**src/rtl/exec_pkg.sv**
```systemverilog
// Shared definitions for the register-file execute stage.
// Holds opcode encodings, instruction field positions and datapath defaults.
// Forwarding is selected at build time with the REG_EXEC_FWD_EN macro
// (see regfile_exec_unit).
package exec_pkg;

   localparam int DW_DEF = 8;
   localparam int AW_DEF = 3;

   localparam logic [3:0] OP_NOP = 4'h0;
   localparam logic [3:0] OP_LDI = 4'h1;
   localparam logic [3:0] OP_ADD = 4'h2;
   localparam logic [3:0] OP_SUB = 4'h3;
   localparam logic [3:0] OP_AND = 4'h4;
   localparam logic [3:0] OP_OR  = 4'h5;
   localparam logic [3:0] OP_XOR = 4'h6;
   localparam logic [3:0] OP_MOV = 4'h7;
   localparam logic [3:0] OP_SHL = 4'h8;
   localparam logic [3:0] OP_SHR = 4'h9;
   localparam logic [3:0] OP_OUT = 4'hA;

   localparam int OP_MSB  = 15;
   localparam int OP_LSB  = 12;
   localparam int RD_MSB  = 11;
   localparam int RD_LSB  = 9;
   localparam int RS1_MSB = 8;
   localparam int RS1_LSB = 6;
   localparam int RS2_MSB = 5;
   localparam int RS2_LSB = 3;
   localparam int IMM_MSB = 7;
   localparam int IMM_LSB = 0;

   // Opcodes 0xB-0xF are undefined and execute as NOP.
   function automatic logic is_illegal(input logic [3:0] op);
      return op > OP_OUT;
   endfunction

endpackage

```
**src/rtl/exec_alu.sv**
```systemverilog
// Combinational ALU for the execute stage.
// Ports:
//   op        opcode
//   a, b      operands (already forwarded where applicable)
//   imm8      immediate for LDI
//   result    ALU result, modulo 2^DW
//   carry     carry / borrow / shifted-out bit; 0 for logic ops, MOV, LDI
//   writes_rd opcode produces a register write and updates the flags
module exec_alu
   import exec_pkg::*;
#(
   parameter int DW = DW_DEF
) (
   input  logic [3:0]    op,
   input  logic [DW-1:0] a,
   input  logic [DW-1:0] b,
   input  logic [7:0]    imm8,
   output logic [DW-1:0] result,
   output logic          carry,
   output logic          writes_rd
);

   logic [DW:0] sum;

   assign sum = {1'b0, a} + {1'b0, b};

   always_comb begin
      result    = '0;
      carry     = 1'b0;
      writes_rd = 1'b1;
      case (op)
         OP_LDI: result = DW'(imm8);
         OP_ADD: begin
            result = sum[DW-1:0];
            carry  = sum[DW];
         end
         OP_SUB: begin
            result = a - b;
            carry  = (a < b);
         end
         OP_AND: result = a & b;
         OP_OR:  result = a | b;
         OP_XOR: result = a ^ b;
         OP_MOV: result = a;
         OP_SHL: begin
            result = {a[DW-2:0], 1'b0};
            carry  = a[DW-1];
         end
         OP_SHR: begin
            result = {1'b0, a[DW-1:1]};
            carry  = a[0];
         end
         default: writes_rd = 1'b0;
      endcase
   end

endmodule

```
**src/rtl/regfile_exec_unit.sv**
```systemverilog
// Single-issue execute stage in front of an 8x8 register file.
// Accepts 16-bit instructions on a valid/ready handshake, reads operands
// through the register file's async read ports, and writes the ALU result
// back one cycle later through a write-back register that drives the
// register-file write port. OUT emits rs1 through a one-entry output slot.
//
// Build option: REG_EXEC_FWD_EN
//   defined   - write-back register is forwarded onto the operands
//   undefined - dependent instructions are held off one cycle instead
//
// Ports:
//   clk, rst_n                    clock, async active-low reset
//   in_valid/in_ready/in_instr    instruction handshake
//   rf_raddr1/2, rf_rdata1/2      register-file read ports
//   rf_we/rf_waddr/rf_wdata       register-file write port
//   out_valid/out_ready/out_data  output slot handshake
//   flag_z, flag_c                flags from the last opcode 1-9
//   illegal                       sticky, an opcode 0xB-0xF was accepted
module regfile_exec_unit
   import exec_pkg::*;
#(
   parameter int DW = DW_DEF,
   parameter int AW = AW_DEF
) (
   input  logic          clk,
   input  logic          rst_n,
   input  logic          in_valid,
   output logic          in_ready,
   input  logic [15:0]   in_instr,
   output logic [AW-1:0] rf_raddr1,
   output logic [AW-1:0] rf_raddr2,
   input  logic [DW-1:0] rf_rdata1,
   input  logic [DW-1:0] rf_rdata2,
   output logic          rf_we,
   output logic [AW-1:0] rf_waddr,
   output logic [DW-1:0] rf_wdata,
   output logic          out_valid,
   input  logic          out_ready,
   output logic [DW-1:0] out_data,
   output logic          flag_z,
   output logic          flag_c,
   output logic          illegal
);

   logic [3:0]    op;
   logic [AW-1:0] rd;
   logic [AW-1:0] rs1;
   logic [AW-1:0] rs2;
   logic [7:0]    imm8;
   logic [DW-1:0] opa;
   logic [DW-1:0] opb;
   logic [DW-1:0] alu_result;
   logic          alu_carry;
   logic          alu_writes;
   logic          fire;
   logic          slot_free;

   assign op   = in_instr[OP_MSB:OP_LSB];
   assign rd   = AW'(in_instr[RD_MSB:RD_LSB]);
   assign rs1  = AW'(in_instr[RS1_MSB:RS1_LSB]);
   assign rs2  = AW'(in_instr[RS2_MSB:RS2_LSB]);
   assign imm8 = in_instr[IMM_MSB:IMM_LSB];

   assign rf_raddr1 = rs1;
   assign rf_raddr2 = rs2;

   // The write-back register is the register-file write port itself.
   // wb_valid/wb_addr/wb_data are rf_we/rf_waddr/rf_wdata.
   assign slot_free = !out_valid || out_ready;

`ifdef REG_EXEC_FWD_EN
   assign opa      = (rf_we && rf_waddr == rs1) ? rf_wdata : rf_rdata1;
   assign opb      = (rf_we && rf_waddr == rs2) ? rf_wdata : rf_rdata2;
   assign in_ready = slot_free;
`else
   logic hazard;

   // LDI's imm8 overlaps the rs fields, so it must not look like a reader.
   assign hazard   = rf_we && (op != OP_NOP) && (op != OP_LDI) &&
                     ((rf_waddr == rs1) || (rf_waddr == rs2));
   assign opa      = rf_rdata1;
   assign opb      = rf_rdata2;
   assign in_ready = slot_free && !hazard;
`endif

   assign fire = in_valid && in_ready;

   exec_alu #(.DW(DW)) u_alu (
      .op        (op),
      .a         (opa),
      .b         (opb),
      .imm8      (imm8),
      .result    (alu_result),
      .carry     (alu_carry),
      .writes_rd (alu_writes)
   );

   always_ff @(posedge clk or negedge rst_n) begin
      if (!rst_n) begin
         rf_we     <= 1'b0;
         rf_waddr  <= '0;
         rf_wdata  <= '0;
         out_valid <= 1'b0;
         out_data  <= '0;
         flag_z    <= 1'b0;
         flag_c    <= 1'b0;
         illegal   <= 1'b0;
      end else begin
         rf_we <= fire && alu_writes;
         if (fire && alu_writes) begin
            rf_waddr <= rd;
            rf_wdata <= alu_result;
            flag_z   <= (alu_result == '0);
            flag_c   <= alu_carry;
         end

         if (fire && is_illegal(op))
            illegal <= 1'b1;

         // A load in the drain cycle wins, keeping the slot full.
         if (fire && op == OP_OUT) begin
            out_valid <= 1'b1;
            out_data  <= opa;
         end else if (out_ready) begin
            out_valid <= 1'b0;
         end
      end
   end

endmodule

```
**config.mk**
```make
export PLATFORM = sky130hd
export DESIGN_NAME = regfile_exec_unit
export DESIGN_NICKNAME = d
export VERILOG_FILES = /design/src/rtl/exec_pkg.sv /design/src/rtl/exec_alu.sv /design/src/rtl/regfile_exec_unit.sv
export SDC_FILE = /design/constraint.sdc
export NUM_CORES = 1
export LEC_CHECK = 0
export CORE_MARGIN = 2
export CORE_UTILIZATION = 50
export DETAILED_ROUTE_END_ITERATION = 8
export MAX_ROUTING_LAYER = met4
export PLACE_DENSITY = 0.93
export REMOVE_ABC_BUFFERS = 1
export SETUP_SLACK_MARGIN = 0.2
export SYNTH_ARGS = -nofsm -noshare
export SYNTH_HDL_FRONTEND = slang
export SYNTH_SLANG_ARGS = --single-unit
```
**constraint.sdc**
```tcl
create_clock -name clk -period 2.46 [get_ports clk]
set_input_delay 0.246 -clock clk [delete_from_list [all_inputs] [get_ports clk]]
set_output_delay 0.246 -clock clk [all_outputs]
set_load 0.02 [all_outputs]
```
After elaboration in Yosys (flattened, before gate mapping) --
Index checks and enable logic that the tools add are counted. Widths: inputs -> output; s select.
Word-level totals: bits in registers 24, bits of input ports 36, output and inout bits 31, logic and storage cells 49
Cells by class: add/subtract/negate cells 2, magnitude comparators 2, equal/unequal tests 13, muxes and demuxes 5, bitwise operators 3, reductions and logical operators 16
Operators by type and width (count):
- $pmux 8 s9 | 1
- $eq 4x3->1 const B | 4
- $eq 4x4->1 const B | 3
- $add 8x8->9 | 1
- $reduce_or 9->1 | 1
- $and 8x8->8 | 1
- $eq 4x2->1 const B | 2
- $logic_and 1x1->1 | 8
- $logic_not 8->1 | 1
- $lt 8x8->1 | 1
- $or 8x8->8 | 1
- $sub 8x8->8 | 1
- $xor 8x8->8 | 1
- $eq 3x3->1 | 2
- $eq 4x1->1 const B | 1
- $gt 4x4->1 const B | 1
- $ne 4x1->1 const B | 1
- $pmux 1 s4 | 1
- $reduce_bool 4->1 | 1
- $mux 1 | 3
- $logic_not 1->1 | 2
- $logic_or 1x1->1 | 2
- $reduce_bool 2->1 | 1

Logic depth before layout (Yosys ltp) --
word-level depth 9, gate-level depth with buffers 10, gate-level depth less buffers 10

By module --
A second synthesis with hierarchy kept.
Second synthesis, totals: cell total of the unflattened synthesis 303, area, all modules 2632.5 um^2
By module, submodules not included:
- exec_alu | instances 1, cells an instance 225, area an instance 1507.7 um^2, seq. area each 0.0 um^2
- regfile_exec_unit | instances 1, cells an instance 78, area an instance 1124.8 um^2, seq. area each 600.6 um^2

Worst setup path before layout --
Ideal clock, no wire load.
path type input to register, from input port rf_rdata1[0], to register rf_wdata[6], library setup time 0.125 ns, arrival 2.165 ns, data required time 2.335 ns, path slack 0.170 ns, cell stages on the path 10, buffers on the path 0, cells stage by stage inv_1 -> ha_1 -> fa_1 -> o21bai_1 -> a21oi_1 -> o21a_1 -> o21ai_0 -> a31oi_1 -> or3_1 -> mux2_2
Between the ends: word-level cells in the longest chain between the ends 2, elaborated cells between the ends (all ways) 3, classes of those cells add/sub: 2; mux: 1
Ends and longest elaborated chain:
- start: declaration | RTL line regfile_exec_unit.sv:32 | input logic [DW-1:0] rf_rdata1,
- $sub 8x8->8 or $add 8x8->9 (tied branches) | RTL line exec_alu.sv:38, exec_alu.sv:25
- $pmux 8 s9 * | RTL line exec_alu.sv:31 | case (op)
- end signal: assignment | RTL line regfile_exec_unit.sv:112 | rf_wdata <= alu_result;
- end: declaration | RTL line regfile_exec_unit.sv:36 | output logic [DW-1:0] rf_wdata,
Every way passes the cells marked *; elsewhere a longest branch is shown, timed or not. A chain may end at the register's enable or synchronous reset.

Final worst setup path --
from input port in_instr[15], to register flag_z
Between the ends: word-level cells in the longest chain between the ends 8, elaborated cells between the ends (all ways) 22, classes of those cells eq/ne: 10; mux: 2; reduce/logical: 10
Ends and longest elaborated chain:
- start: declaration | RTL line regfile_exec_unit.sv:29 | input logic [15:0] in_instr,
- parallel branches: the longest is 8 deep, another holds $pmux 8 s9
- end signal: assignment | RTL line regfile_exec_unit.sv:113 | flag_z <= (alu_result == '0);
- end: declaration | RTL line regfile_exec_unit.sv:40 | output logic flag_z,
Several ways; the timed one is not identified.

==> flow_summary.json <==
{
  "die_footprint_mm2": 0.00590,
  "timing.critical_path.slowest_stage_cell": "sky130_fd_sc_hd__clkdlybuf4s50_1",
  "antenna-diode-count": 0,
  "htreeDepth": 1,
  "detail-route-antenna-nets": 0,
  "post_synth_fa_ha_maj_area_fraction": 0.128,
  "timing.critical_path.cells": "clkdlybuf4s50_1 -> buf_12 -> nor2b_1 -> buf_4 -> a22oi_1 -> o21ai_0 -> o21a_1 -> a211oi_2 -> nand4_1 -> o32ai_2",
  "cap_viol_max_count": 0,
  "detail_route.wl_per_cell_um": 28.3,
  "first_global_vias": 3708,
  "synth_edf_count": 0,
  "finalNetCount": 494,
  "fin_total_pwr_uw": 2060,
  "grtUsageTotal": 0.469,
  "cp_data_arrival_time_ps": 2670,
  "fin_crit_ps": 2460,
  "tightest_slew_ps": 553,
  "critPathRequiredTime_ps": 2680,
  "synth_ff_type": "sky130_fd_sc_hd__dfrtp_1",
  "design_area_mm2": 0.00411,
  "timing_max_transition_violations_final": 0,
  "cp_startpoint_kind": "input pin",
  "final_cell_count_no_fill": 501,
  "synth_top_area_share": 0.227,
  "cpLargestDelayFamily": "compound AO/OA/AOI/OAI gates",
  "power_per_cell_area_mw_per_mm2": 502,
  "r2r_slack_ps": 270,
  "synthesis.instances": 317,
  "violations": "DRC",
  "placement.cell_area_mm2": 0.00375,
  "die_h_um": 76.8,
  "boundaryPins": 67,
  "grt_max_degree": 25,
  "setup_violations": 0,
  "crit_path_max_incr_delay_ps": 520,
  "grtUsageMet1": 0.474,
  "fillers": 260,
  "worst_clock_skew_ps": 4.43,
  "synth_sequential_area_ratio": 0.227,
  "critical_path_peak_fanout": 19,
  "dr_vias_cell": 7.59,
  "timing.hold.worst.class": "in2async",
  "groute.layer.met3.usage": 0.225,
  "crit_path_end_kind": "register",
  "dpl.hpwl_um": 7900,
  "ys_async_sr_fraction": 1.00,
  "synth-seq-cells": 24,
  "synth_cell_types": 68,
  "routed_wirelength_um": 14200,
  "status": "complete, but fails checks",
  "synth.cells.most_frequent": "sky130_fd_sc_hd__inv_1 (25), sky130_fd_sc_hd__nand2_1 (25), sky130_fd_sc_hd__dfrtp_1 (24), sky130_fd_sc_hd__ha_1 (24), sky130_fd_sc_hd__o21ai_0 (23)",
  "fin_tns_setup_ps": 0,
  "synth_compound_area_frac": 0.257,
  "max_freq_ghz": 0.407,
  "die_x_um": 76.8,
  "area_growth_pct": 55.0,
  "overflow": 0,
  "buffer_ports.inserted": 66,
  "yosys.area_share.xor_xnor": 0.0264,
  "first_iter_violations": 947,
  "timing.max_slew.rel_slack": 0.631,
  "clk_pin_slew_ps": 100,
  "cts-root-buf": "sky130_fd_sc_hd__clkbuf_8",
  "clock_sinks": 24,
  "globalRoute.busiestLayer": "met2",
  "place_congestion": 1.01,
  "core_area_mm2": 0.00511,
  "post-route-period-util": 0.999,
  "vdd_ir_drop_max_uv": 307,
  "grt_setup_unrepaired": "yes",
  "ys_top_cells_by_area": "sky130_fd_sc_hd__dfrtp_1 (23%), sky130_fd_sc_hd__ha_1 (11%), sky130_fd_sc_hd__o21ai_0 (4.3%)",
  "cts_hold_repair.buffers": 0,
  "cellLeakagePower_uw": 0.00174,
  "synth_largest_area_cell": "sky130_fd_sc_hd__dfrtp_1",
  "clkLatencyLatePin_ps": 310,
  "floorplan.initialDensity": 0.519,
  "synth_warnings": 0,
  "final_layout_size_suffix_gt1_frac": 0.339,
  "path_class": "in2reg",
  "final-hold-violation-count": 0,
  "grt_util_met2": 0.683,
  "syn_area_mm2": 0.00265,
  "detail_route.first_pass.iterations": 9,
  "num_rows": 26,
  "antenna_found_initial": 0,
  "ctsLongestPathBuffers": 2,
  "placed_cells_incl_taps": 494,
  "routed-via-count": 3801,
  "cts_buffers": 3,
  "route.detailed.drc": 35,
  "post_synth.cell_area_avg_um2": 8.36,
  "share_of_synthesized_cell_area_in_and_or_nand_and_nor_gates": 0.193,
  "clock_tree_from_tritoncts": "yes",
  "critPathBufInv": 3,
  "largest_family_of_logic_cells_by_synthesized_area": "compound AO/OA/AOI/OAI gates",
  "muxShareOfSynthArea": 0.0590,
  "first_pass_grt_wire_length_um": 20300
}
[state kept, by name, indices dropped and copies added, names as in the netlist]
name and count:
out_data 8, illegal 1, rf_we 1, out_valid 1, rf_waddr 3, rf_wdata 8
flag_z 1, flag_c 1
[through the flow]
step	hold WS, ps	utilization	worst slack (ps)
final	298	0.805	3.55
after floorplan	-49.6	-	170
after CTS	332	0.784	194
after detailed placement	455	0.734	-525
after global placement	449	0.734	-388
after global routing	341	0.805	-222
[power by group]
| group | total (uW) | internal [uW] | switching (uW) | leakage, uW |
|---|---|---|---|---|
| Combinational | 1140 | 523 | 613 | 0.00141 |
| Sequential | 542 | 476 | 65.7 | 0.000295 |
| Clock | 385 | 219 | 166 | 0.0000357 |
[path summary, 6_finish.rpt]
kind | start | end | cells after the start
setup / recovery | in_instr[15] | flag_z$_DFFE_PN0P_ | 10
hold / removal | rst_n | out_data[2]$_DFFE_PN0P_ | 2
setup reg to reg | rf_waddr[1]$_DFFE_PN0P_ | out_data[1]$_DFFE_PN0P_ | 9
hold reg to reg | illegal$_DFFE_PN0P_ | illegal$_DFFE_PN0P_ | 1
max in group asynchronous | rst_n | rf_wdata[4]$_DFFE_PN0P_ | 2
min in group clk | rf_rdata1[2] | out_data[2]$_DFFE_PN0P_ | 3
[logic make-up (layout without fill, tap and decap cells)]
logic type / count (synthesis) / after routing
AO/OA/AOI/OAI: 96 / 96
AND/OR/NAND/NOR: 95 / 95
buffers and inverters: 54 / 168
adder cells (fa/ha/maj): 26 / 26
flip-flops: 24 / 24
multiplexers: 14 / 14
XOR/XNOR: 8 / 8
[cell usage in the layout (no fill, tap or decap), types with 4 or more instances in the layout]
cell,n
sky130_fd_sc_hd__a21oi_1,12
sky130_fd_sc_hd__dlygate4sd2_1,10
sky130_fd_sc_hd__mux2_2,8
sky130_fd_sc_hd__o21a_1,4
sky130_fd_sc_hd__nand2_1,25
sky130_fd_sc_hd__mux2i_1,4
sky130_fd_sc_hd__nor3_1,4
sky130_fd_sc_hd__buf_4,65
sky130_fd_sc_hd__dfrtp_1,24
sky130_fd_sc_hd__o21ai_1,4
sky130_fd_sc_hd__clkdlybuf4s50_1,55
sky130_fd_sc_hd__a21oi_2,5
sky130_fd_sc_hd__ha_1,13
sky130_fd_sc_hd__buf_6,5
sky130_fd_sc_hd__xnor2_1,7
sky130_fd_sc_hd__nor2_1,16
sky130_fd_sc_hd__o21ai_0,21
sky130_fd_sc_hd__ha_2,4
sky130_fd_sc_hd__inv_2,10
sky130_fd_sc_hd__a22oi_1,7
sky130_fd_sc_hd__ha_4,7
sky130_fd_sc_hd__inv_1,16
sky130_fd_sc_hd__and3_1,4
sky130_fd_sc_hd__nand3_1,9
[cell type report]
cell class | count | area [um2] | share of cell area
flip-flops and latches | 24 | 601 | 0.146
clock buffers | 3 | 41.3 | 0.0100
multi-input cells | 239 | 2020 | 0.492
inverters | 26 | 97.6 | 0.0237
repair buffers | 138 | 1230 | 0.300
well taps | 70 | 87.6 | 0.0213
clock inverters | 1 | 30.0 | 0.00731
[metal layers]
layer	up-vias	share of wire
li1	1367	-
met1	1671	0.31
met2	526	0.41
met3	237	0.16
met4	0	0.12
met5	-	0
[worst reg2reg max path, stage by stage, from the launching register on]
cell	delay (ps)
sky130_fd_sc_hd__dfrtp_1	470
sky130_fd_sc_hd__xnor2_1	260
sky130_fd_sc_hd__nand3_1	120
sky130_fd_sc_hd__a21oi_1	250
sky130_fd_sc_hd__nor3b_2	90
sky130_fd_sc_hd__buf_4	160
sky130_fd_sc_hd__nand3_1	130
sky130_fd_sc_hd__buf_4	260
sky130_fd_sc_hd__nand2_1	160
sky130_fd_sc_hd__o21ai_0	170
[what timing repair did]
action                                  in CTS  in global routing
gates cloned                                 0                  0
endpoints found under the setup margin       9                  8
resized for setup                           59                 22
pin swaps                                   20                 10
setup buffers                                2                  1
Note: power is estimated with default switching activity, not from simulation.
